## src/rtl/univ_reg.sv

```systemverilog
// univ_reg: WIDTH-bit universal register with synchronous clear, enable and
// eight modes (hold, load, shift, rotate, count up/down) plus a wrap pulse.
module univ_reg #(
    parameter int               WIDTH     = 8,
    parameter logic [WIDTH-1:0] RESET_VAL = {WIDTH{1'b0}}
) (
    input  logic             clk,
    input  logic             clr,
    input  logic             en,
    input  logic [2:0]       mode,
    input  logic [WIDTH-1:0] d,
    input  logic             sin_r,
    input  logic             sin_l,
    output logic [WIDTH-1:0] q,
    output logic             sout_l,
    output logic             sout_r,
    output logic             wrap
);

    localparam logic [2:0] MODE_HOLD = 3'b000;
    localparam logic [2:0] MODE_LOAD = 3'b001;
    localparam logic [2:0] MODE_SHL  = 3'b010;
    localparam logic [2:0] MODE_SHR  = 3'b011;
    localparam logic [2:0] MODE_ROTL = 3'b100;
    localparam logic [2:0] MODE_ROTR = 3'b101;
    localparam logic [2:0] MODE_INC  = 3'b110;
    localparam logic [2:0] MODE_DEC  = 3'b111;

    localparam logic [WIDTH-1:0] ZERO     = {WIDTH{1'b0}};
    localparam logic [WIDTH-1:0] ONE      = {{(WIDTH-1){1'b0}}, 1'b1};
    localparam logic [WIDTH-1:0] ALL_ONES = {WIDTH{1'b1}};

    logic [WIDTH-1:0] q_r;
    logic             wrap_r;
    logic [WIDTH-1:0] q_next_s;
    logic             wrap_next_s;

    // Next-state selection by mode; wrap only pulses on a count rollover.
    always_comb begin
        q_next_s    = q_r;
        wrap_next_s = 1'b0;
        if (en) begin
            case (mode)
                MODE_HOLD: q_next_s = q_r;
                MODE_LOAD: q_next_s = d;
                MODE_SHL:  q_next_s = {q_r[WIDTH-2:0], sin_r};
                MODE_SHR:  q_next_s = {sin_l, q_r[WIDTH-1:1]};
                MODE_ROTL: q_next_s = {q_r[WIDTH-2:0], q_r[WIDTH-1]};
                MODE_ROTR: q_next_s = {q_r[0], q_r[WIDTH-1:1]};
                MODE_INC: begin
                    q_next_s    = q_r + ONE;
                    wrap_next_s = (q_r == ALL_ONES);
                end
                MODE_DEC: begin
                    q_next_s    = q_r - ONE;
                    wrap_next_s = (q_r == ZERO);
                end
                default: begin
                    q_next_s    = q_r;
                    wrap_next_s = 1'b0;
                end
            endcase
        end else begin
            q_next_s    = q_r;
            wrap_next_s = 1'b0;
        end
    end

    // State register; clear dominates enable and mode.
    always_ff @(posedge clk) begin
        if (clr) begin
            q_r    <= RESET_VAL;
            wrap_r <= 1'b0;
        end else begin
            q_r    <= q_next_s;
            wrap_r <= wrap_next_s;
        end
    end

    assign q      = q_r;
    assign wrap   = wrap_r;
    assign sout_l = q_r[WIDTH-1];
    assign sout_r = q_r[0];

endmodule

```

## config.mk

```make
export PLATFORM = sky130hd
export DESIGN_NAME = univ_reg
export DESIGN_NICKNAME = d
export VERILOG_FILES = /design/src/rtl/univ_reg.sv
export SDC_FILE = /design/constraint.sdc
export NUM_CORES = 1
export LEC_CHECK = 0
export ABC_AREA = 1
export CORE_MARGIN = 10
export CORE_UTILIZATION = 40
export CTS_CLUSTER_DIAMETER = 40
export DETAILED_ROUTE_END_ITERATION = 8
export PLACE_DENSITY = 0.77
export SETUP_SLACK_MARGIN = 0.3
export SLEW_MARGIN = 15
export SYNTH_ARGS = -nofsm -noshare
export SYNTH_HDL_FRONTEND = slang
export SYNTH_SLANG_ARGS = --single-unit
```

## constraint.sdc

```tcl
create_clock -name clk -period 1.9 [get_ports clk]
set_clock_uncertainty 0.15 [all_clocks]
set_input_delay 0.38 -clock clk [delete_from_list [all_inputs] [get_ports clk]]
set_output_delay 0.38 -clock clk [all_outputs]
set_load 0.02 [all_outputs]
```

# Word level (Yosys, flattened, before mapping)
# Cells that the tools add are included.
[totals] register_bits=9 latchBits=0 mem_bits_rw=0 mem_bits_ro=0 inputBits=16 out_inout_bits=11 wordCells=20 n_memories=0
[op_classes] add_sub_neg=2 mul=0 div_mod_pow=0 magnitude_cmp=0 eq_ne=8 n_shift=0 mux=2 n_bitwise=2 n_reduce_logical=4
[op_table] operator="8-bit one-hot mux with 7 select lines" count=1
[op_table] operator="3-bit == test (second input constant)" count=4
[op_table] operator="8-bit by 1-bit adder with 8-bit output (second input constant)" count=1
[op_table] operator="8-bit == test (second input constant)" count=1
[op_table] operator="8-bit zero test" count=1
[op_table] operator="8-bit by 1-bit subtractor with 8-bit output (second input constant)" count=1
[op_table] operator="3-bit by 2-bit == test with 1-bit output (second input constant)" count=2
[op_table] operator="3-bit by 1-bit == test with 1-bit output (second input constant)" count=1
[op_table] operator="3-bit zero test" count=1
[op_table] operator="1-bit inverter" count=2
[op_table] operator="1-bit one-hot mux with 2 select lines" count=1
[op_table] operator="2-bit AND reduction" count=1
[op_table] operator="2-bit OR reduction" count=1

# Depth between registers and ports, before layout
# Gate-level depths: netlist of the first run.
[logic_depth] depth_word=3 depth_mapped=17 ltp_nobuf=16

# Worst setup path after synthesis of the first run
# No wires, ideal clock.
[synth_path] path_type="input -> register" start="input port mode[1]" end="register q_r[6], in the netlist q[6]" setup_ns=0.130 arrival_time_ns=1.556 required_ns=1.620 setup_slack_ns=0.063 path_stages=17 path_buffers=1 cell_sequence="buf_4 > nand3_4 > nand2_1 > nand2_1 > inv_1 > ha_1 > inv_1 > nand2_1 > nand2_2 > nor2_2 > nand2_1 > nand2_1 > nand2_1 > nand3_1 > nand2_1 > nand2_1 > a21oi_2"
[synth_via] elab_chain_len=3 elab_cells_between_ends=11 classes_between="7 x eq/ne; 1 x mux; 1 x bitwise; 2 x reduce/logical"
[synth_lines] element="from (decl)" line_no="10" rtl="input logic [2:0] mode,"
[synth_lines] element="parallel branches: the longest is 3 deep, another holds 8-bit one-hot mux with 7 select lines"
[synth_lines] element="to (signal assigned)" line_no="75" rtl="q_r <= q_next_s;"
[synth_lines] element="to (decl)" line_no="33" rtl="logic [WIDTH-1:0] q_r;"
# Several ways; the timed one is not identified.
# A chain may end at the register's enable or synchronous reset.

# Final worst setup path of the first run
[layout_path] start="register q_r[1], in the netlist q[1]" end="register q_r[6], in the netlist q[6]"
[layout_via] elab_chain_len=2 elab_cells_between_ends=3 classes_between="2 x add/sub; 1 x mux"
[layout_lines] element="8-bit by 1-bit subtractor with 8-bit output or 8-bit by 1-bit adder with 8-bit output (tied branches)" line_no="55, 51"
[layout_lines] element="8-bit one-hot mux with 7 select lines *" line_no="43" rtl="case (mode)"
# Every way passes the cells marked *; elsewhere a longest branch is shown, timed or not.

==> results.yml, run 1 <==
outcome:
  run_status: "finished, final reports clean"
clock_tree:
  clk_pin_slew_worst_paths_ns: 0.06
  hold_buffers: 0
  clock_latency_ns: 0.27
  h-tree-depth: 1
  cts-root-buf: "clkbuf_4"
  numCtsBuffers: 3
  clk_path_buf_depth: 2
  cts_tree: "yes"
  cts_num_sinks: 9
synthesis:
  synth_fp_nets: 194
  async_flop_share_pct: 0
  ys_ff_latch: 9
  synth_most_common_cell: "nand2_1"
  yosysTopAreaCell: "dfxtp_1"
  synth.avg_cell_area_um2: 6.08
  yosysWarnings: 0
  synthCells: 177
  seq_area_frac_synth_pct: 16.7
  synth_edf_count: 0
  synthTopCellsByCount: "nand2_1, inv_1, nand3_1"
  synth.top_cell.area_share_pct: 16.7
  ys_types: 34
  ys.flop_type: "dfxtp_1"
  syn_area_um2: 1080
  synth_area_leaders: "dfxtp_1, nand2_1, nand3_1"
timing:
  max_freq_mhz: 574
  finalSetupViolCount: 0
  worst_pin_slew_ns: 0.384
  setup_tns_ns: 0
  layout_min_cycle_time_ns: 1.74
  slew_viol_final: 0
  slew_headroom_pct: 74.3
  final-hold-violation-count: 0
  timing.hold.ws_ns: 0.393
  finalCritPeriodShare_pct: 91.8
  rsz0062_at_grt: "yes"
setup_path:
  path_cells: "inv_2 -> nand2_1 -> nand2_1 -> inv_1 -> ha_2 -> inv_2 -> nand2_4 -> nand2_4 -> nor2_2 -> nand2_1 -> nand2_1 -> nand2_1 -> nand3_1 -> nand2_1 -> nand2_1 -> a21oi_2"
  crit_type: "flop to flop"
  start_kind: "flop"
  arrival_ns: 1.74
  critPathRequiredTime_ns: 1.90
  cpPeakStageDelay_ns: 0.38
  crit_slowest_cell: "dfxtp_4"
  path_buf_inv: 3
  cp-end-kind: "flop"
  path_delay_family: "simple AND/OR/NAND/NOR gates"
  crit_fanout: 4
  critPathMostFrequentCell: "nand2_1"
layout:
  stdcell_count: 276
  fin_nets: 264
  drive_above_1_share_pct: 47.6
  diodes: 0
  utilization_pct: 72.7
  fill_cells: 177
  areaGrowthSynthToFinish_pct: 70.3
global_route:
  grt_usage_pct: 14.3
  grt_max_degree: 10
  antenna_found_initial: 0
  grt_pass1_wl_um: 6290
  grt_pass1_vias: 1372
  gr-total-overflow: 0
routing:
  post-route-drc-count: 0
  ant_nets: 0
  wl_per_cell_um: 15.7
  firstDrtPassIters: 5
  via_per_inst: 5.67
  drt_iter0_markers: 112
  num_vias: 1564
  wirelength_um: 4340
placed_design:
  globalplace.congestion: 0.924
  port_buffers: 26
  place_inst: 255
  place_hpwl_um: 2900
floorplan:
  die_area_um2: 5160
  rows: 18
  start_util_pct: 42.7
  die_w_um: 71.9
  core_um2: 2520
  io_pins: 27
  die_h_um: 71.9
pwr:
  power_density_nw_per_um2: 422
  pwr-share-comb_pct: 50.8
  p_leak_nw: 0.908
  p_int_uw: 460
  power.total_uw: 773
  peakVddDrop_uv: 598
  p_switching_uw: 314
  switching_share_pct: 40.6
  p_seq_share_pct: 29.5
  pwr-share-clk_pct: 19.8
job:
  drv_cap: 0
worst_hold_path:
  min-delay-path-class: "flop to flop"
## metrics by stage
step                      setup WS (ns)  cell area, um^2
after global placement           -0.414             1550
after global routing             0.0262             1830
final                             0.157             1830
after detailed placement         -0.454             1550
after floorplan                   0.139             1120
after CTS                         0.220             1630
## worst paths after layout
check | cells past startpoint | startpoint | end | slack, ns
worst min register to register | 2 | q[4] | q[4] | 0.39
worst max register to register | 16 | q[1] | q[6] | 0.16
worst min-delay path | 2 | q[4] | q[4] | 0.39
worst max-delay path | 16 | q[1] | q[6] | 0.16
## cells in the final DEF, fill, tap and decap left out, drive strengths merged
master,count
nand2,53
buf,48
inv,33
nand3,19
clkdlybuf4s50,12
a21oi,11
o21ai,9
dfxtp,9
nand4,8
nor2,7
clkbuf,7
dlygate4sd2,6
nor3,5
a221oi,3
o211ai,2
o221ai,2
o22ai,2
o31ai,2
clkdlybuf4s15,2
a31oi,1
or2,1
a41o,1
a211oi,1
xnor2,1
ha,1
## final cells by class
class                           count  area [um^2]  area share [%]
Inverter                           33          131            7.17
Tap cell                           30         37.5            2.05
Sequential cell                     9          200            10.9
Clock buffer                        4         26.3            1.43
Timing Repair Buffer               71          581            31.7
Multi-Input combinational cell    129          857            46.8
## logic make-up after synthesis
family / share of synthesized area, %
AOI/OAI and AO/OA: 21.2
and+or+nand+nor: 43.1
buffers and inverters: 17.0
xor gates and xnor gates: 0.814
DFF: 16.7
adders and majority gates: 1.16
## power by group through the flow
stage,Combinational (mW),Clock [mW],Sequential (mW)
final,0.393,0.153,0.228
after global routing,0.422,0.166,0.230
after CTS,0.326,0.153,0.226
after detailed placement,0.323,0,0.229
after global placement,0.319,0,0.229
after floorplan,0.182,0,0.236
## state kept, by name, summed over array words and instances (netlist names)
signal,flops
q,8
wrap,1
## metal layers
layer  up-vias  wire [um]  share of wire (%)  track usage, %
met5         -          0                  0               0
met4         0        171                3.9            4.95
met3        23        319                7.4            3.86
met2        98       2140                 49            24.5
met1       705       1710                 39            16.7
li1        738          -                  -               -
## tightest hold or removal path, stage by stage, from the launching register on
cell and delay [ns]:
dfxtp_4 0.38, nand2_1 0.07, a21oi_1 0.06
## what timing repair did
| action | CTS | global route |
|---|---|---|
| pin swaps | 12 | 18 |
| endpoints found under the hold margin | 0 | 0 |
| setup endpoints to repair | 20 | 12 |
| setup buffers | 3 | 14 |
| resized for setup | 50 | 38 |
(Power assumes the default switching activity.)
==> run 2: changes to the inputs <==
--- a/config.mk
+++ b/config.mk
@@ -10,6 +10,7 @@
 export CORE_UTILIZATION = 40
 export CTS_CLUSTER_DIAMETER = 40
 export DETAILED_ROUTE_END_ITERATION = 8
+export HOLD_SLACK_MARGIN = 0.05
 export PLACE_DENSITY = 0.77
 export SETUP_SLACK_MARGIN = 0.3
 export SLEW_MARGIN = 15
==> results of run 2 <==
No change in the layout: final DEF, timing and power equal those of run 1.
==> edit, RTL diff (config.mk and constraints of run 1) <==
`WIDTH`: 8 -> 12.
--- a/src/rtl/univ_reg.sv
+++ b/src/rtl/univ_reg.sv
@@ -3,3 +3,3 @@
 module univ_reg #(
-    parameter int               WIDTH     = 8,
+    parameter int               WIDTH     = 12,
     parameter logic [WIDTH-1:0] RESET_VAL = {WIDTH{1'b0}}
Ports: changed (resized d and q); port bits go from 27 to 35. The function was not compared with the original's and may differ.
==> edit against run 1 <==
  * The run now ends with negative setup slack left
  * Design area is 59% higher
  * Global-route usage is 2.7 points higher
  * Sequential cell count is 4 higher
  * Core utilization is 0.94 points lower
  * Setup slack worse by 0.19 ns
  * Register-to-register slack worse by 0.15 ns
  * Area after synthesis is 59% higher
  * Routed wire length is 62% higher
  * Combinational power is 68% higher
  * Total power is 60% higher
  * Clock power is 57% higher
  * Synthesized cell count is 53% higher
  * Critical path type is now in -> reg
==> edit: results <==
export IMPL_r2r_end="q[8]"
export IMPL_setup_slack_ns=-0.0337
export IMPL_yosys_register_bits=13
export IMPL_first_iter_violations=282
export IMPL_r2r_cells=9
export IMPL_synth_area_leaders="dfxtp_1 15%, nand2_1 15%, inv_1 8.1%, nand2_4 5.9%, nand3_1 5.9%"
export IMPL_synthTopCellsByCount="69 x nand2_1, 37 x inv_1, 20 x nand3_1, 14 x o21ai_0, 13 x dfxtp_1"
export IMPL_grt_use_total_pct=17.1
export IMPL_min_delay_start="q[7]"
export IMPL_slowest_stage="a221oi_2"
export IMPL_setup_viol=1
export IMPL_root_buffer="clkbuf_8"
export IMPL_wl_met1_um=2870
export IMPL_grt_use_met3_pct=2.87
export IMPL_place_ws_ns=-0.727
export IMPL_p_sw_share_pct=39.8
export IMPL_hold_slack_ns=0.414
export IMPL_clk_latency_ns=0.24
export IMPL_violations="negative setup slack"
export IMPL_largest_register_ffs=12
export IMPL_leakage_uw=0.00133
export IMPL_path_delay_family="buffers and inverters"
export IMPL_post_dp_hpwl_um=4610
export IMPL_vias=2328
export IMPL_nets=381
export IMPL_stdcell_count=409
export IMPL_setup_tns_final_ns=-0.0337
export IMPL_worst_pin_slew_ns=0.483
export IMPL_worst_path_largest_cell_delay_ns=0.32
export IMPL_r2r_slack_ns=0.01
export IMPL_status="finished, violations left"
export IMPL_port_buffers=34
export IMPL_synth_cells=270
export IMPL_dpl_cell_area_um2=2410
## edit: kinds of logic (layout without fill, tap and decap cells)
group / count (synthesis) / count (layout) / synth area share, %
XOR/XNOR: 3 / 3 / 1.98
buffers and inverters: 56 / 144 / 16.0
AND/OR/NAND/NOR: 146 / 147 / 45.3
flip-flops: 13 / 13 / 15.2
adder cells (fa/ha/maj): 1 / 1 / 0.732
AO/OA/AOI/OAI: 51 / 51 / 20.8
## edit: power groups by stage
stage	Combinational (uW)	Sequential, uW	Clock (uW)
floorplan	290	344	0
global placement	518	331	0
detailed placement	523	331	0
CTS	589	329	242
global route	706	336	259
finish	661	334	240
## edit: cell type report
class / count / share of cell area [%]
well taps: 50 / 2.15
clock buffers: 4 / 1.55
multi-input cells: 202 / 51.0
flip-flops and latches: 13 / 9.37
repair buffers: 98 / 30.1
inverters: 42 / 5.85
## edit: how the worst max path moves through the flow
stage / start / depth (start not counted) / slack (ns) / endpoint
finish: mode[2] / 11 / -0.03 / q[8]
global route: q[6] / 9 / -0.11 / q[8]
CTS: mode[2] / 18 / 0.04 / q[10]
detailed placement: mode[0] / 16 / -0.73 / q[4]
global placement: mode[0] / 13 / -0.68 / q[2]
floorplan: mode[0] / 18 / -0.01 / q[10]
## edit: worst register-to-register path: stages, from the launching register on
cell     delay (ns)
dfxtp_1        0.36
buf_4          0.17
nor4_1         0.43
or2_2          0.21
nand2_1        0.06
nand2_1        0.07
nand3_2        0.08
a21oi_2        0.16
nor2_1         0.06
nor2_1         0.08
## edit: timing repair
action                                  CTS  global route
pin swaps                                29            30
gates cloned                              1             1
endpoints found under the setup margin   28            23
buffers inserted                         12             3
resized for setup                        87            47
endpoints found under the hold margin     0             0
hold buffers                              0             0
